===== config.mk =====
export PLATFORM = sky130hd
export DESIGN_NAME = cp0_reg_flat
export DESIGN_NICKNAME = d
export VERILOG_FILES = /design/src/rtl/cp0_reg_pkg.sv /design/src/rtl/cp0_reg_if.sv /design/src/rtl/cp0_reg.sv /design/src/flat_wrapper.sv
export SDC_FILE = /design/constraint.sdc
export NUM_CORES = 1
export LEC_CHECK = 0
export ABC_AREA = 1
export CORE_UTILIZATION = 45
export DETAILED_ROUTE_END_ITERATION = 6
export PLACE_DENSITY = 0.83
export SLEW_MARGIN = 20
export SYNTH_ARGS = -nofsm -noshare
export SYNTH_HDL_FRONTEND = slang
export SYNTH_SLANG_ARGS = --single-unit
export TNS_END_PERCENT = 1

===== constraint.sdc =====
create_clock -name clk -period 5.7 [get_ports clk]
set_input_delay 1.425 -clock clk [delete_from_list [all_inputs] [get_ports clk]]
set_output_delay 1.425 -clock clk [all_outputs]
set_load 0.01 [all_outputs]

===== src/rtl/cp0_reg_pkg.sv =====
// Shared CP0 definitions: register numbers, exception types and codes,
// constant register values, and the exception decode helper.
package cp0_reg_pkg;

  localparam int unsigned DATA_W = 32;
  localparam int unsigned ADDR_W = 5;
  localparam int unsigned INT_W  = 6;
  localparam int unsigned CODE_W = 5;

  // CP0 register numbers
  localparam logic [ADDR_W-1:0] REG_COUNT   = 5'd9;
  localparam logic [ADDR_W-1:0] REG_COMPARE = 5'd11;
  localparam logic [ADDR_W-1:0] REG_STATUS  = 5'd12;
  localparam logic [ADDR_W-1:0] REG_CAUSE   = 5'd13;
  localparam logic [ADDR_W-1:0] REG_EPC     = 5'd14;
  localparam logic [ADDR_W-1:0] REG_PRID    = 5'd15;
  localparam logic [ADDR_W-1:0] REG_CONFIG  = 5'd16;

  // excepttype_i encodings presented by MEM
  localparam logic [DATA_W-1:0] EXC_INTERRUPT = 32'h0000_0001;
  localparam logic [DATA_W-1:0] EXC_SYSCALL   = 32'h0000_0008;
  localparam logic [DATA_W-1:0] EXC_RI        = 32'h0000_000a;
  localparam logic [DATA_W-1:0] EXC_OV        = 32'h0000_000c;
  localparam logic [DATA_W-1:0] EXC_TRAP      = 32'h0000_000d;
  localparam logic [DATA_W-1:0] EXC_ERET      = 32'h0000_000e;

  // Cause.ExcCode values
  localparam logic [CODE_W-1:0] CODE_INT  = 5'h00;
  localparam logic [CODE_W-1:0] CODE_SYS  = 5'h08;
  localparam logic [CODE_W-1:0] CODE_RI   = 5'h0a;
  localparam logic [CODE_W-1:0] CODE_OV   = 5'h0c;
  localparam logic [CODE_W-1:0] CODE_TRAP = 5'h0d;

  // Constant and reset values
  localparam logic [DATA_W-1:0] PRID_VAL    = 32'h004C_0102;
  localparam logic [DATA_W-1:0] CONFIG_VAL  = 32'h0000_8000;
  localparam logic [DATA_W-1:0] STATUS_RST  = 32'h1000_0000;
  // Software-writable Cause bits: IV, WP, IP1:0
  localparam logic [DATA_W-1:0] CAUSE_WMASK = 32'h00C0_0300;

  localparam int unsigned STATUS_EXL = 1;

  typedef struct packed {
    logic              take;  // exception that saves EPC and sets EXL
    logic              eret;  // return from exception
    logic [CODE_W-1:0] code;  // ExcCode to record when take is set
  } exc_dec_t;

  // Classify excepttype_i; unlisted nonzero values decode to no action.
  function automatic exc_dec_t exc_decode(input logic [DATA_W-1:0] t);
    exc_dec_t d;
    d = '{take: 1'b0, eret: 1'b0, code: CODE_INT};
    case (t)
      EXC_INTERRUPT: d = '{take: 1'b1, eret: 1'b0, code: CODE_INT};
      EXC_SYSCALL:   d = '{take: 1'b1, eret: 1'b0, code: CODE_SYS};
      EXC_RI:        d = '{take: 1'b1, eret: 1'b0, code: CODE_RI};
      EXC_OV:        d = '{take: 1'b1, eret: 1'b0, code: CODE_OV};
      EXC_TRAP:      d = '{take: 1'b1, eret: 1'b0, code: CODE_TRAP};
      EXC_ERET:      d = '{take: 1'b0, eret: 1'b1, code: CODE_INT};
      default:       d = '{take: 1'b0, eret: 1'b0, code: CODE_INT};
    endcase
    return d;
  endfunction

endpackage


===== src/rtl/cp0_reg_if.sv =====
// CP0 access bundle between the pipeline (master) and the CP0 block (slave).
// Carries MTC0 write, MFC0 read, interrupt lines, exception info and the
// live register values.
interface cp0_reg_if;
  import cp0_reg_pkg::*;

  logic                  we_i;
  logic [ADDR_W-1:0]     waddr_i;
  logic [DATA_W-1:0]     data_i;
  logic [ADDR_W-1:0]     raddr_i;
  logic [INT_W-1:0]      int_i;
  logic [DATA_W-1:0]     excepttype_i;
  logic [DATA_W-1:0]     current_pc_i;

  logic [DATA_W-1:0]     data_o;
  logic [DATA_W-1:0]     count_o;
  logic [DATA_W-1:0]     compare_o;
  logic [DATA_W-1:0]     status_o;
  logic [DATA_W-1:0]     cause_o;
  logic [DATA_W-1:0]     epc_o;
  logic                  timer_int_o;

  modport master (
    output we_i, waddr_i, data_i, raddr_i, int_i, excepttype_i, current_pc_i,
    input  data_o, count_o, compare_o, status_o, cause_o, epc_o, timer_int_o
  );

  modport slave (
    input  we_i, waddr_i, data_i, raddr_i, int_i, excepttype_i, current_pc_i,
    output data_o, count_o, compare_o, status_o, cause_o, epc_o, timer_int_o
  );

endinterface


===== src/rtl/cp0_reg.sv =====
// MIPS CP0 register file: Count/Compare timer, Status, Cause, EPC, and
// constant PRId/Config. Exception/ERET updates take priority over MTC0
// writes on overlapping fields.
// Ports: clk, rst (async active-high), bus (cp0_reg_if.slave: write, read,
// interrupts, exception info in; read data, live registers, timer irq out).
module cp0_reg
  import cp0_reg_pkg::*;
(
  input  logic      clk,
  input  logic      rst,
  cp0_reg_if.slave  bus
);

  logic [DATA_W-1:0] count_q,   count_d;
  logic [DATA_W-1:0] compare_q, compare_d;
  logic [DATA_W-1:0] status_q,  status_d;
  logic [DATA_W-1:0] cause_q,   cause_d;
  logic [DATA_W-1:0] epc_q,     epc_d;
  logic              timer_q,   timer_d;
  logic              wr_compare;
  exc_dec_t          dec;

  // Next-state: MTC0 write first, then hardware fields, then exception override
  always_comb begin
    dec        = exc_decode(bus.excepttype_i);
    count_d    = count_q + DATA_W'(1);
    compare_d  = compare_q;
    status_d   = status_q;
    cause_d    = cause_q;
    epc_d      = epc_q;
    wr_compare = 1'b0;

    if (bus.we_i) begin
      case (bus.waddr_i)
        REG_COUNT:   count_d = bus.data_i;
        REG_COMPARE: begin
          compare_d  = bus.data_i;
          wr_compare = 1'b1;
        end
        REG_STATUS:  status_d = bus.data_i;
        REG_CAUSE:   cause_d  = (cause_q & ~CAUSE_WMASK) | (bus.data_i & CAUSE_WMASK);
        REG_EPC:     epc_d    = bus.data_i;
        default:     ;
      endcase
    end

    cause_d[15:10] = bus.int_i;

    if (dec.take) begin
      epc_d                = bus.current_pc_i;
      status_d[STATUS_EXL] = 1'b1;
      cause_d[6:2]         = dec.code;
    end else if (dec.eret) begin
      status_d[STATUS_EXL] = 1'b0;
    end

    // Compare write clears the request even if equality holds this cycle
    if (wr_compare) begin
      timer_d = 1'b0;
    end else if ((compare_q != '0) && (count_q == compare_q)) begin
      timer_d = 1'b1;
    end else begin
      timer_d = timer_q;
    end
  end

  // Register state
  always_ff @(posedge clk or posedge rst) begin
    if (rst) begin
      count_q   <= '0;
      compare_q <= '0;
      status_q  <= STATUS_RST;
      cause_q   <= '0;
      epc_q     <= '0;
      timer_q   <= 1'b0;
    end else begin
      count_q   <= count_d;
      compare_q <= compare_d;
      status_q  <= status_d;
      cause_q   <= cause_d;
      epc_q     <= epc_d;
      timer_q   <= timer_d;
    end
  end

  // Combinational MFC0 read, no write bypass
  always_comb begin
    case (bus.raddr_i)
      REG_COUNT:   bus.data_o = count_q;
      REG_COMPARE: bus.data_o = compare_q;
      REG_STATUS:  bus.data_o = status_q;
      REG_CAUSE:   bus.data_o = cause_q;
      REG_EPC:     bus.data_o = epc_q;
      REG_PRID:    bus.data_o = PRID_VAL;
      REG_CONFIG:  bus.data_o = CONFIG_VAL;
      default:     bus.data_o = '0;
    endcase
  end

  assign bus.count_o     = count_q;
  assign bus.compare_o   = compare_q;
  assign bus.status_o    = status_q;
  assign bus.cause_o     = cause_q;
  assign bus.epc_o       = epc_q;
  assign bus.timer_int_o = timer_q;

endmodule


===== src/flat_wrapper.sv =====
// flat-port wrapper written by rule: the top's interface ports become plain ports
module cp0_reg_flat import cp0_reg_pkg::*;
  (clk, rst, bus_we_i, bus_waddr_i, bus_data_i, bus_raddr_i, bus_int_i, bus_excepttype_i, bus_current_pc_i, bus_data_o, bus_count_o, bus_compare_o, bus_status_o, bus_cause_o, bus_epc_o, bus_timer_int_o);
  cp0_reg_if bus_i ();
  input  logic clk;
  input  logic rst;
  input wire logic [$bits(bus_i.we_i)-1:0] bus_we_i;
  input wire logic [$bits(bus_i.waddr_i)-1:0] bus_waddr_i;
  input wire logic [$bits(bus_i.data_i)-1:0] bus_data_i;
  input wire logic [$bits(bus_i.raddr_i)-1:0] bus_raddr_i;
  input wire logic [$bits(bus_i.int_i)-1:0] bus_int_i;
  input wire logic [$bits(bus_i.excepttype_i)-1:0] bus_excepttype_i;
  input wire logic [$bits(bus_i.current_pc_i)-1:0] bus_current_pc_i;
  output wire logic [$bits(bus_i.data_o)-1:0] bus_data_o;
  output wire logic [$bits(bus_i.count_o)-1:0] bus_count_o;
  output wire logic [$bits(bus_i.compare_o)-1:0] bus_compare_o;
  output wire logic [$bits(bus_i.status_o)-1:0] bus_status_o;
  output wire logic [$bits(bus_i.cause_o)-1:0] bus_cause_o;
  output wire logic [$bits(bus_i.epc_o)-1:0] bus_epc_o;
  output wire logic [$bits(bus_i.timer_int_o)-1:0] bus_timer_int_o;
  assign bus_i.we_i = bus_we_i;
  assign bus_i.waddr_i = bus_waddr_i;
  assign bus_i.data_i = bus_data_i;
  assign bus_i.raddr_i = bus_raddr_i;
  assign bus_i.int_i = bus_int_i;
  assign bus_i.excepttype_i = bus_excepttype_i;
  assign bus_i.current_pc_i = bus_current_pc_i;
  assign bus_data_o = bus_i.data_o;
  assign bus_count_o = bus_i.count_o;
  assign bus_compare_o = bus_i.compare_o;
  assign bus_status_o = bus_i.status_o;
  assign bus_cause_o = bus_i.cause_o;
  assign bus_epc_o = bus_i.epc_o;
  assign bus_timer_int_o = bus_i.timer_int_o;
  cp0_reg u_core (.clk(clk), .rst(rst), .bus(bus_i));
endmodule

==> run metrics <==
peak supply drop 0.227 mV; CP max stage cell clkdlybuf4s50_1; setup tns final 0 ns; crit path DAT 3.75 ns; detailed-route via count 9082; R2R Setup Slk 3.70 ns; hold buffers post-CTS 0; Boundary Pins 308; non-filler instance count after layout 1642; cell family with most CP delay buffers and inverters; WL/cell 19.6 um; first-pass GRT wire length 49700 um; DRT Pass-1 Iters 6; Core Util, Final 66.3%; placed cell count 1610; Yosys reg bits 143; Num CTS Buffers 17; initial antenna violation count 0; Leak 0.00540 uW; post-cts repair resize count 0; CTS root buffer clkbuf_16; Worst path max stage delay 0.59 ns; CTS Sinks 143; Critical path buffers and inverters 4; most common cell after layout, fill and taps aside nand2_1; unrepaired setup endpoints after global routing no; Clock Latency Late Sink 0.43 ns; status complete, no violations; Slew Limit Headroom 36.1%; Detailed Place HPWL 23700 um; # diodes 0; most frequent cells in the layout nand2_1 (341), clkdlybuf4s50_1 (289), dfrtp_1 (142); Post-Synthesis Cell Area 8520 um2; total gr overflow 0; Synth Warn # 0; Initial Util 46.6%; vias in the first global route 8849; CP cell instances clkdlybuf4s50_1, inv_1, nor2_1, nand2_1, inv_2, a22oi_1, o211ai_1, clkdlybuf4s50_1; DRC 0; setup violators final 0; CP most frequent cell clkdlybuf4s50_1; Top FF cell, synth dfrtp_1; chip width 140 um; Unique masters post-synth 40; Final Hold Fails 0; CP required 4.28 ns; post-CTS setup buffers 0; Post-Route WL 32100 um; CP endpoint kind primary output; die height 140 um; Max Clock Freq 0.193 GHz; Final nets 1517; CTS tree yes; Slew Limit Fails 0; Area Overhead vs Synth 42.3%; synthesized area per cell 7.55 um2; clock tree buffer depth 2; # rows 49; H-tree lvl count 4; input/output buffers 289; min cycle time layout 5.18 ns; worst-margin pin slew 0.958 ns; Starting DRT DRC Count 790; clock-pin slew on the worst setup and hold paths 0.06 ns; pwr dens 329 nW/um2; crit path kind input port to primary output; EDFF count, synth 0; Tot GR Track Use 33.4%; asr flop ratio synth 100%; sequential fraction of the synthesis area 42.0%; largest net degree at the start of global routing 86; Clock Skews 0.00552 ns; die area 19500 um2; synthesized instance count 1128; RePlAce Congestion 0.911; CP Max Fanout 25; share of cells above drive strength 1 8.92%; core area 18300 um2; startpoint class of the critical path input port; Via density 5.53; Max Cap Viol 0; final period utilization 90.9%; fillcell total 1563; antenna-violating nets left 0; worst hold path class flop to flop
## cells by family after synthesis
kind of cell / after synthesis / share of synthesized area [%]
AO/OA/AOI/OAI: 161 / 11.3
XOR/XNOR: 42 / 4.32
adder cells (fa/ha/maj): 1 / 0.147
AND/OR/NAND/NOR: 607 / 33.0
other: 1 / 0.0440
flip-flops: 143 / 42.0
buffers and inverters: 173 / 9.14
## per-stage QoR
| stage | instance area (um2) | power [uW] | hold WS (ns) | setup WS [ns] |
|---|---|---|---|---|
| after detailed placement | 11500 | 2840 | 0.503 | 0.532 |
| after floorplan | 8580 | 2070 | 0.501 | 0.439 |
| after global routing | 12100 | 4150 | 0.548 | 0.398 |
| after global placement | 11500 | 2810 | 0.490 | 0.637 |
| after CTS | 12100 | 3980 | 0.515 | 0.527 |
| final | 12100 | 3990 | 0.515 | 0.521 |
## synthesized netlist by cell type (2+ instances only)
cell type  count  area share (%)
clkbuf_1      30             1.3
o2111ai_1     12             1.2
a22oi_1       29             2.6
nand2_2        5            0.37
o21ai_0       92             5.4
nor2_2         4            0.29
nor3_2         5            0.59
nand3_1       56             3.3
nor3_1        16            0.94
xnor2_1       29             3.0
inv_1         95             4.2
or2_2          2            0.15
xor2_1        13             1.3
a31oi_1        2            0.15
nand3_2       42             4.9
a21oi_1        5            0.29
o21ai_1        6            0.35
dfrtp_1      142              42
o211ai_1       8            0.71
nor2_1       109             4.8
buf_6          6            0.79
buf_4         18             1.6
nand3b_1       5            0.44
nand2_1      341              15
buf_2         13            0.76
nor2_4         6            0.79
inv_2          9            0.40
o22ai_1        3            0.22
nand4_1       14             1.0
## worst register-to-register path, cell delays in order, from the launching register on
cell	delay, ns
dfrtp_1	0.52
ha_1	0.28
nand3_2	0.19
nor2_4	0.20
inv_2	0.08
nor2_1	0.33
nand3_1	0.13
a31oi_1	0.19
## where the power goes
group / internal (uW) / leakage (uW) / switching, uW
clock network: 694 / 0.000282 / 446
logic: 665 / 0.00331 / 631
registers: 1220 / 0.00181 / 333
total: 2580 / 0.00540 / 1410
## sequential cells by signal, indices dropped and copies added (netlist names)
signal / cells
u_core.bus.epc_o: 32
u_core.bus.count_o: 32
u_core.bus.cause_o: 14
u_core.bus.status_o: 32
u_core.bus.timer_int_o: 1
u_core.bus.compare_o: 32
## layout make-up
| class | instances | area (um2) | share of cell area [%] |
|---|---|---|---|
| Timing Repair Buffer | 305 | 3020 | 24.9 |
| Inverter | 105 | 399 | 3.29 |
| Tap cell | 229 | 287 | 2.37 |
| Sequential cell | 143 | 3580 | 29.5 |
| Clock buffer | 20 | 447 | 3.69 |
| Multi-Input combinational cell | 829 | 4240 | 35.0 |
| Clock inverter | 11 | 141 | 1.17 |
## routing by layer
metal	GRT usage, %	routed length, um	up-vias
met5	0	0	-
met1	41.5	12600	4318
met2	57.2	16100	512
li1	-	-	4171
met4	12.5	909	0
met3	7.05	2510	81
## path summary, 6_finish.rpt
check	from	end	cells past startpoint
max	bus_raddr_i[0]	bus_data_o[6]	8
min	u_core.bus.status_o[28]$_DFFE_PP1P_	u_core.bus.status_o[28]$_DFFE_PP1P_	2
max reg2reg	u_core.bus.count_o[0]$_DFF_PP0_	u_core.bus.count_o[30]$_DFF_PP0_	7
min reg2reg	u_core.bus.status_o[28]$_DFFE_PP1P_	u_core.bus.status_o[28]$_DFFE_PP1P_	2
max in group asynchronous	rst	u_core.bus.status_o[28]$_DFFE_PP1P_	3
min in group asynchronous	rst	u_core.bus.epc_o[18]$_DFFE_PP0P_	2
(Power assumes the default switching activity.)
